File: config.mk
export PLATFORM = sky130hd
export DESIGN_NAME = if_fetch_stage
export DESIGN_NICKNAME = d
export VERILOG_FILES = /design/src/rtl/if_fetch_stage.sv
export SDC_FILE = /design/constraint.sdc
export NUM_CORES = 1
export LEC_CHECK = 0
export ABC_AREA = 1
export CORE_MARGIN = 2
export CORE_UTILIZATION = 26
export CTS_CLUSTER_SIZE = 12
export DETAILED_ROUTE_END_ITERATION = 8
export HOLD_SLACK_MARGIN = 0.08
export PLACE_DENSITY_LB_ADDON = 0.05
export SLEW_MARGIN = 20
export SYNTH_ARGS = -nofsm -noshare
export SYNTH_HDL_FRONTEND = slang
export SYNTH_SLANG_ARGS = --single-unit
File: constraint.sdc
create_clock -name clk -period 5.6 [get_ports clk]
set_input_delay 1.68 -clock clk [delete_from_list [all_inputs] [get_ports clk]]
set_output_delay 1.68 -clock clk [all_outputs]
set_load 0.05 [all_outputs]
File: src/rtl/if_fetch_stage.sv
// Instruction-fetch stage: owns the PC and the IF/ID register, and fetches over a
// req/gnt/rvalid memory port with at most one request outstanding.
module if_fetch_stage #(
    parameter int unsigned     XLEN     = 32,
    parameter logic [XLEN-1:0] RESET_PC = '0,
    parameter logic [XLEN-1:0] NOP_INSN = 32'h0000_0013
) (
    input  logic            clk,
    input  logic            rst,
    input  logic            stall,
    input  logic            flush,
    input  logic [XLEN-1:0] redirect_pc,
    output logic            imem_req,
    output logic [XLEN-1:0] imem_addr,
    input  logic            imem_gnt,
    input  logic            imem_rvalid,
    input  logic [XLEN-1:0] imem_rdata,
    output logic [XLEN-1:0] if_pc_out,
    output logic            id_valid,
    output logic [XLEN-1:0] id_pc,
    output logic [XLEN-1:0] id_instruction
);

    typedef enum logic [1:0] {
        StReq  = 2'd0,
        StWait = 2'd1,
        StFull = 2'd2
    } state_e;

    state_e          state_q;
    logic [XLEN-1:0] pc_q;
    logic [XLEN-1:0] insn_buf_q;
    logic            drop_q;
    logic            id_valid_q;
    logic [XLEN-1:0] id_pc_q;
    logic [XLEN-1:0] id_insn_q;

    logic            from_mem;
    logic            from_buf;
    logic            deliver;
    logic            id_load;
    logic [XLEN-1:0] deliver_insn;
    logic [XLEN-1:0] pc_inc;

    // Request is decoded from registered state only; reset gates it off immediately.
    assign imem_req       = ~rst & (state_q == StReq);
    assign imem_addr      = pc_q;
    assign if_pc_out      = pc_q;
    assign id_valid       = id_valid_q;
    assign id_pc          = id_pc_q;
    assign id_instruction = id_insn_q;

    always_comb begin
        from_mem     = (state_q == StWait) && imem_rvalid && !drop_q;
        from_buf     = (state_q == StFull);
        deliver      = !flush && !stall && (from_mem || from_buf);
        deliver_insn = from_buf ? insn_buf_q : imem_rdata;
        // IF/ID is rewritten every cycle unless decode is stalled; flush always bubbles it.
        id_load      = flush || !stall;
        pc_inc       = pc_q + XLEN'(4);
    end

    always_ff @(posedge clk or posedge rst) begin
        if (rst) begin
            state_q    <= StReq;
            pc_q       <= RESET_PC;
            insn_buf_q <= '0;
            drop_q     <= 1'b0;
            id_valid_q <= 1'b0;
            id_pc_q    <= '0;
            id_insn_q  <= NOP_INSN;
        end else begin
            if (id_load) begin
                id_valid_q <= deliver;
                id_pc_q    <= pc_q;
                id_insn_q  <= deliver ? deliver_insn : NOP_INSN;
            end

            if (flush) begin
                pc_q <= redirect_pc;
            end else if (deliver) begin
                pc_q <= pc_inc;
            end

            if (flush) begin
                case (state_q)
                    StReq: begin
                        // A grant in the flush cycle fetches a wrong-path address.
                        if (imem_gnt) begin
                            state_q <= StWait;
                            drop_q  <= 1'b1;
                        end
                    end
                    StWait: begin
                        if (imem_rvalid) begin
                            state_q <= StReq;
                            drop_q  <= 1'b0;
                        end else begin
                            drop_q  <= 1'b1;
                        end
                    end
                    default: begin
                        state_q <= StReq;
                    end
                endcase
            end else begin
                case (state_q)
                    StReq: begin
                        if (imem_gnt) begin
                            state_q <= StWait;
                        end
                    end
                    StWait: begin
                        if (imem_rvalid) begin
                            if (drop_q) begin
                                drop_q  <= 1'b0;
                                state_q <= StReq;
                            end else if (!stall) begin
                                state_q <= StReq;
                            end else begin
                                insn_buf_q <= imem_rdata;
                                state_q    <= StFull;
                            end
                        end
                    end
                    StFull: begin
                        if (!stall) begin
                            state_q <= StReq;
                        end
                    end
                    default: begin
                        state_q <= StReq;
                    end
                endcase
            end
        end
    end

endmodule

==> results of run 1 <==
## cells by family after synthesis
group                    after synthesis  synth area share, %
AND/OR/NAND/NOR                      450                 27.6
multiplexers                           3                0.563
adder cells (fa/ha/maj)                1                0.188
buffers and inverters                159                 11.6
XOR/XNOR                               5                0.658
flip-flops                           132                 49.6
AO/OA/AOI/OAI                        109                 9.69
## power by group
group	switching (mW)	internal, mW
Clock	0.460	0.629
Sequential	0.139	1.14
Combinational	0.584	0.312
Total	1.18	2.08
## layer usage
| metal | vias to the layer above | wire, um |
|---|---|---|
| li1 | 2994 | - |
| met1 | 2699 | 9360 |
| met2 | 135 | 9890 |
| met3 | 10 | 854 |
| met4 | 0 | 182 |
| met5 | - | 0 |
## critical path: stages
cell                              delay [ns]
sky130_fd_sc_hd__clkdlybuf4s50_1        0.49
sky130_fd_sc_hd__nor3_1                 0.18
sky130_fd_sc_hd__clkdlybuf4s50_1        0.83
## worst max path at each step
stage	startpoint	to	slack, ns	depth (start not counted)
3_3_place_gp	flush	insn_buf_q[0]$_DFFE_PP0P_	0.67	6
3_5_place_dp	flush	insn_buf_q[1]$_DFFE_PP0P_	0.63	6
5_1_grt	rst	imem_req	0.71	3
6_report	rst	imem_req	0.74	3
2_1_floorplan	rst	drop_q$_DFFE_PP0P_	0.40	1
4_1_cts	rst	imem_req	0.72	3
## final cells by class
cell class | count | area [um2]
clock buffer | 19 | 443
clock inverter | 13 | 124
fill | 2631 | 15900
inverter | 88 | 335
multi-input combinational | 568 | 2580
sequential | 132 | 3310
tap | 330 | 413
timing repair buffer | 205 | 2050
## registers in the layout, indices dropped and copies added, names as in the netlist
name            count
if_pc_out          32
id_valid            1
id_pc              32
state_q             2
id_instruction     32
drop_q              1
insn_buf_q         32
## through the flow
step	cells	cell area (um2)	hold slack [ns]	power [mW]
2_1_floorplan	859	6660	0.454	1.90
3_3_place_gp	1323	8690	0.459	2.20
3_5_place_dp	1323	8690	0.464	2.20
4_1_cts	1355	9250	0.480	3.32
5_1_grt	1355	9250	0.498	3.46
6_report	1355	9250	0.476	3.26
## cells in the final DEF, fill, tap and decap left out
cell type / count
sky130_fd_sc_hd__a21oi_1: 12
sky130_fd_sc_hd__and2_1: 2
sky130_fd_sc_hd__and3_1: 1
sky130_fd_sc_hd__buf_12: 1
sky130_fd_sc_hd__buf_4: 5
sky130_fd_sc_hd__bufinv_16: 1
sky130_fd_sc_hd__clkbuf_1: 1
sky130_fd_sc_hd__clkbuf_16: 17
sky130_fd_sc_hd__clkbuf_8: 1
sky130_fd_sc_hd__clkdlybuf4s50_1: 199
sky130_fd_sc_hd__clkinv_2: 2
sky130_fd_sc_hd__clkinv_4: 3
sky130_fd_sc_hd__clkinvlp_4: 3
sky130_fd_sc_hd__dfrtp_1: 129
sky130_fd_sc_hd__dfstp_2: 3
sky130_fd_sc_hd__ha_1: 1
sky130_fd_sc_hd__inv_1: 84
sky130_fd_sc_hd__inv_2: 3
sky130_fd_sc_hd__inv_6: 5
sky130_fd_sc_hd__mux2_2: 2
sky130_fd_sc_hd__mux2_4: 1
sky130_fd_sc_hd__nand2_1: 307
sky130_fd_sc_hd__nand2_2: 4
sky130_fd_sc_hd__nand3_1: 75
sky130_fd_sc_hd__nand3_4: 1
sky130_fd_sc_hd__nor2_1: 52
sky130_fd_sc_hd__nor2_2: 4
sky130_fd_sc_hd__nor2_4: 2
sky130_fd_sc_hd__nor3_1: 1
sky130_fd_sc_hd__o211ai_1: 24
sky130_fd_sc_hd__o211ai_2: 5
sky130_fd_sc_hd__o21ai_0: 67
sky130_fd_sc_hd__o21bai_1: 1
sky130_fd_sc_hd__or2_2: 1
sky130_fd_sc_hd__xnor2_1: 3
sky130_fd_sc_hd__xor2_1: 2
==> results list, run 1 <==
- Final WL: 20300 um
- For this design the ratio of total power to cell area is 353 mW/mm2.
* Register-to-register setup slack: 3.16 ns
- met2 is the most crowded layer.
- The die is 164 um wide.
- The worst setup path is captured at an output pin.
- The worst path in the final design needs a cycle of 4.86 ns, including I/O delays and setup.
- The final number of max-transition violations is 0.
* GR met3 Demand/Resource: 3.33%
* F_max: 206 MHz
- Layout-stage area growth over the synthesis result: 38.9%
* Number of setup violations in the final report: 0
- Clock transition at the register clock pins on the worst setup and hold paths after CTS: 0.05 ns
* Worst Min Path Start: id_pc[20]$_DFFE_PP0P_
- The biggest area contributor in the post-synthesis netlist is sky130_fd_sc_hd__dfrtp_1.
- Resized Gates After CTS: 0
* Post-placement setup slack: 0.626 ns
* Sum of negative setup slack: 0 ns
- Yosys mapped a number of flops with a built-in enable equal to 0.
- Met2 track utilization from global routing: 25.2%
* Synth Instances: 859
- Row generation in the floorplan step produced 58 rows.
- The run finished with clean final reports.
- Post-synthesis cell type count: 31
- Summing over every cut layer, the via total after detailed routing is 5838.
- Summing every instance area after synthesis gives 0.00666 mm2.
- Gp weighted congestion: 0.757
- Mean instance size in the synthesized netlist: 7.75 um2
- Sinks on the clock net: 132
* Area of the core region: 0.0252 mm2
- Port buffer count: 199
- For the worst flop-to-flop path, the logic depth is 10.
* Top cells by instance count after synthesis: sky130_fd_sc_hd__nand2_1, sky130_fd_sc_hd__dfrtp_1, sky130_fd_sc_hd__inv_1
- The final layout contains 1083 nets.
* RSZ-0062 raised after global routing: false
- Transition time of the tightest slew-check pin: 0.878 ns
- Along the worst path, the maximum fanout reaches 2.
- Die extent in y: 164 um
- When the netlist entered floorplanning its net count stood at 930.
* Finished Core Util: 36.7%
- The clock reaches the later pin of the worst-skew pair after 0.41 ns.
* Layout cells sized above 1: 6.24%
* Hold Buf Count CTS: 0
- In this run the critical register-to-register path is launched from state_q[0]$_DFFE_PP0P_.
- After detailed routing, the average wire length per cell comes to 15.0 um.
- Required time of the critical path: 3.92 ns
- Clock tree synthesis inserted a total of 17 buffers.
- Worst reg2reg path endpoint: if_pc_out[10]$_DFFE_PP0P_
- In this run the post-CTS setup repair buffer count came out at 0.
* IR Drop Worst-Case VDD: 0.164 mV
- GRT Util Overall: 15.3%
- DR vias/cell: 4.31
- The final critical path takes up 86.8% of the cycle.
- HPWL reported at the end of detailed placement: 13800 um
* I/O pin cnt: 200
- Leakage power of the design: 4.33 nW
* Die area: 0.0269 mm2
* Capture endpoint of the worst hold path: id_pc[20]$_DFFE_PP0P_
- In this run the clock root is driven by a sky130_fd_sc_hd__clkbuf_16.
- In the post-route analysis, the smallest setup slack over all paths is 0.739 ns.
- For this run, the number of Yosys warnings is 0.
* GR Util met1: 20.4%
- For this configuration, the core starts out at a cell density of 26.5%.
* Post-synth ARST share: 100%
- Counting instances, the worst hold path has a depth of 2.
* Post-DRT Antenna Nets: 0
- Data arrival at the endpoint of the critical path: 3.18 ns
- The initial antenna violation count came to 0.
- Max transition margin: 41.5%
* Min-Delay Path Class: reg -> reg
* Worst clock skew: 0.0130 ns
* Share of synthesized area occupied by flip-flops and latches: 49.6%
* Vias in the first global route: 5540
- Count of final hold-check violations: 0
* Initial DRC count: 307
- Top post-synthesis cells by area: sky130_fd_sc_hd__dfrtp_1, sky130_fd_sc_hd__nand2_1, sky130_fd_sc_hd__nand3_1
- Critical Path Source Type: input pin
- TritonCTS built the clock tree.
- Total of flip-flops plus latches after synthesis: 132
- 0 antenna diodes ended up in the layout.
* Reported max-cap violation count: 0
- Most numerous cell in the Yosys netlist: sky130_fd_sc_hd__nand2_1
- Critical path start-end classification: in -> out
* Global-route congestion overflow total: 0
- Wire length of the first global-routing pass: 31600 um
- In this run the deepest clock path goes through 2 buffers.
* Number of detailed-route iterations in the first pass: 5
- Maximum number of pins on one net before global-route repair: 89
* Maximum level of the CTS H-tree: 4
- Share of the synthesized area in the top cell type: 48.5%
* Primary FF master, synth: sky130_fd_sc_hd__dfrtp_1
- Number of design rule violations left after detail routing: 0
No activity file was read; power rests on OpenSTA's default activity.
==> run 2: changes to the inputs <==
HOLD_SLACK_MARGIN = unset   (was 0.08)
SLEW_MARGIN = unset   (was 20)
==> results of run 2 <==
Same layout as run 1: the final DEF is identical, and so are final timing and power.
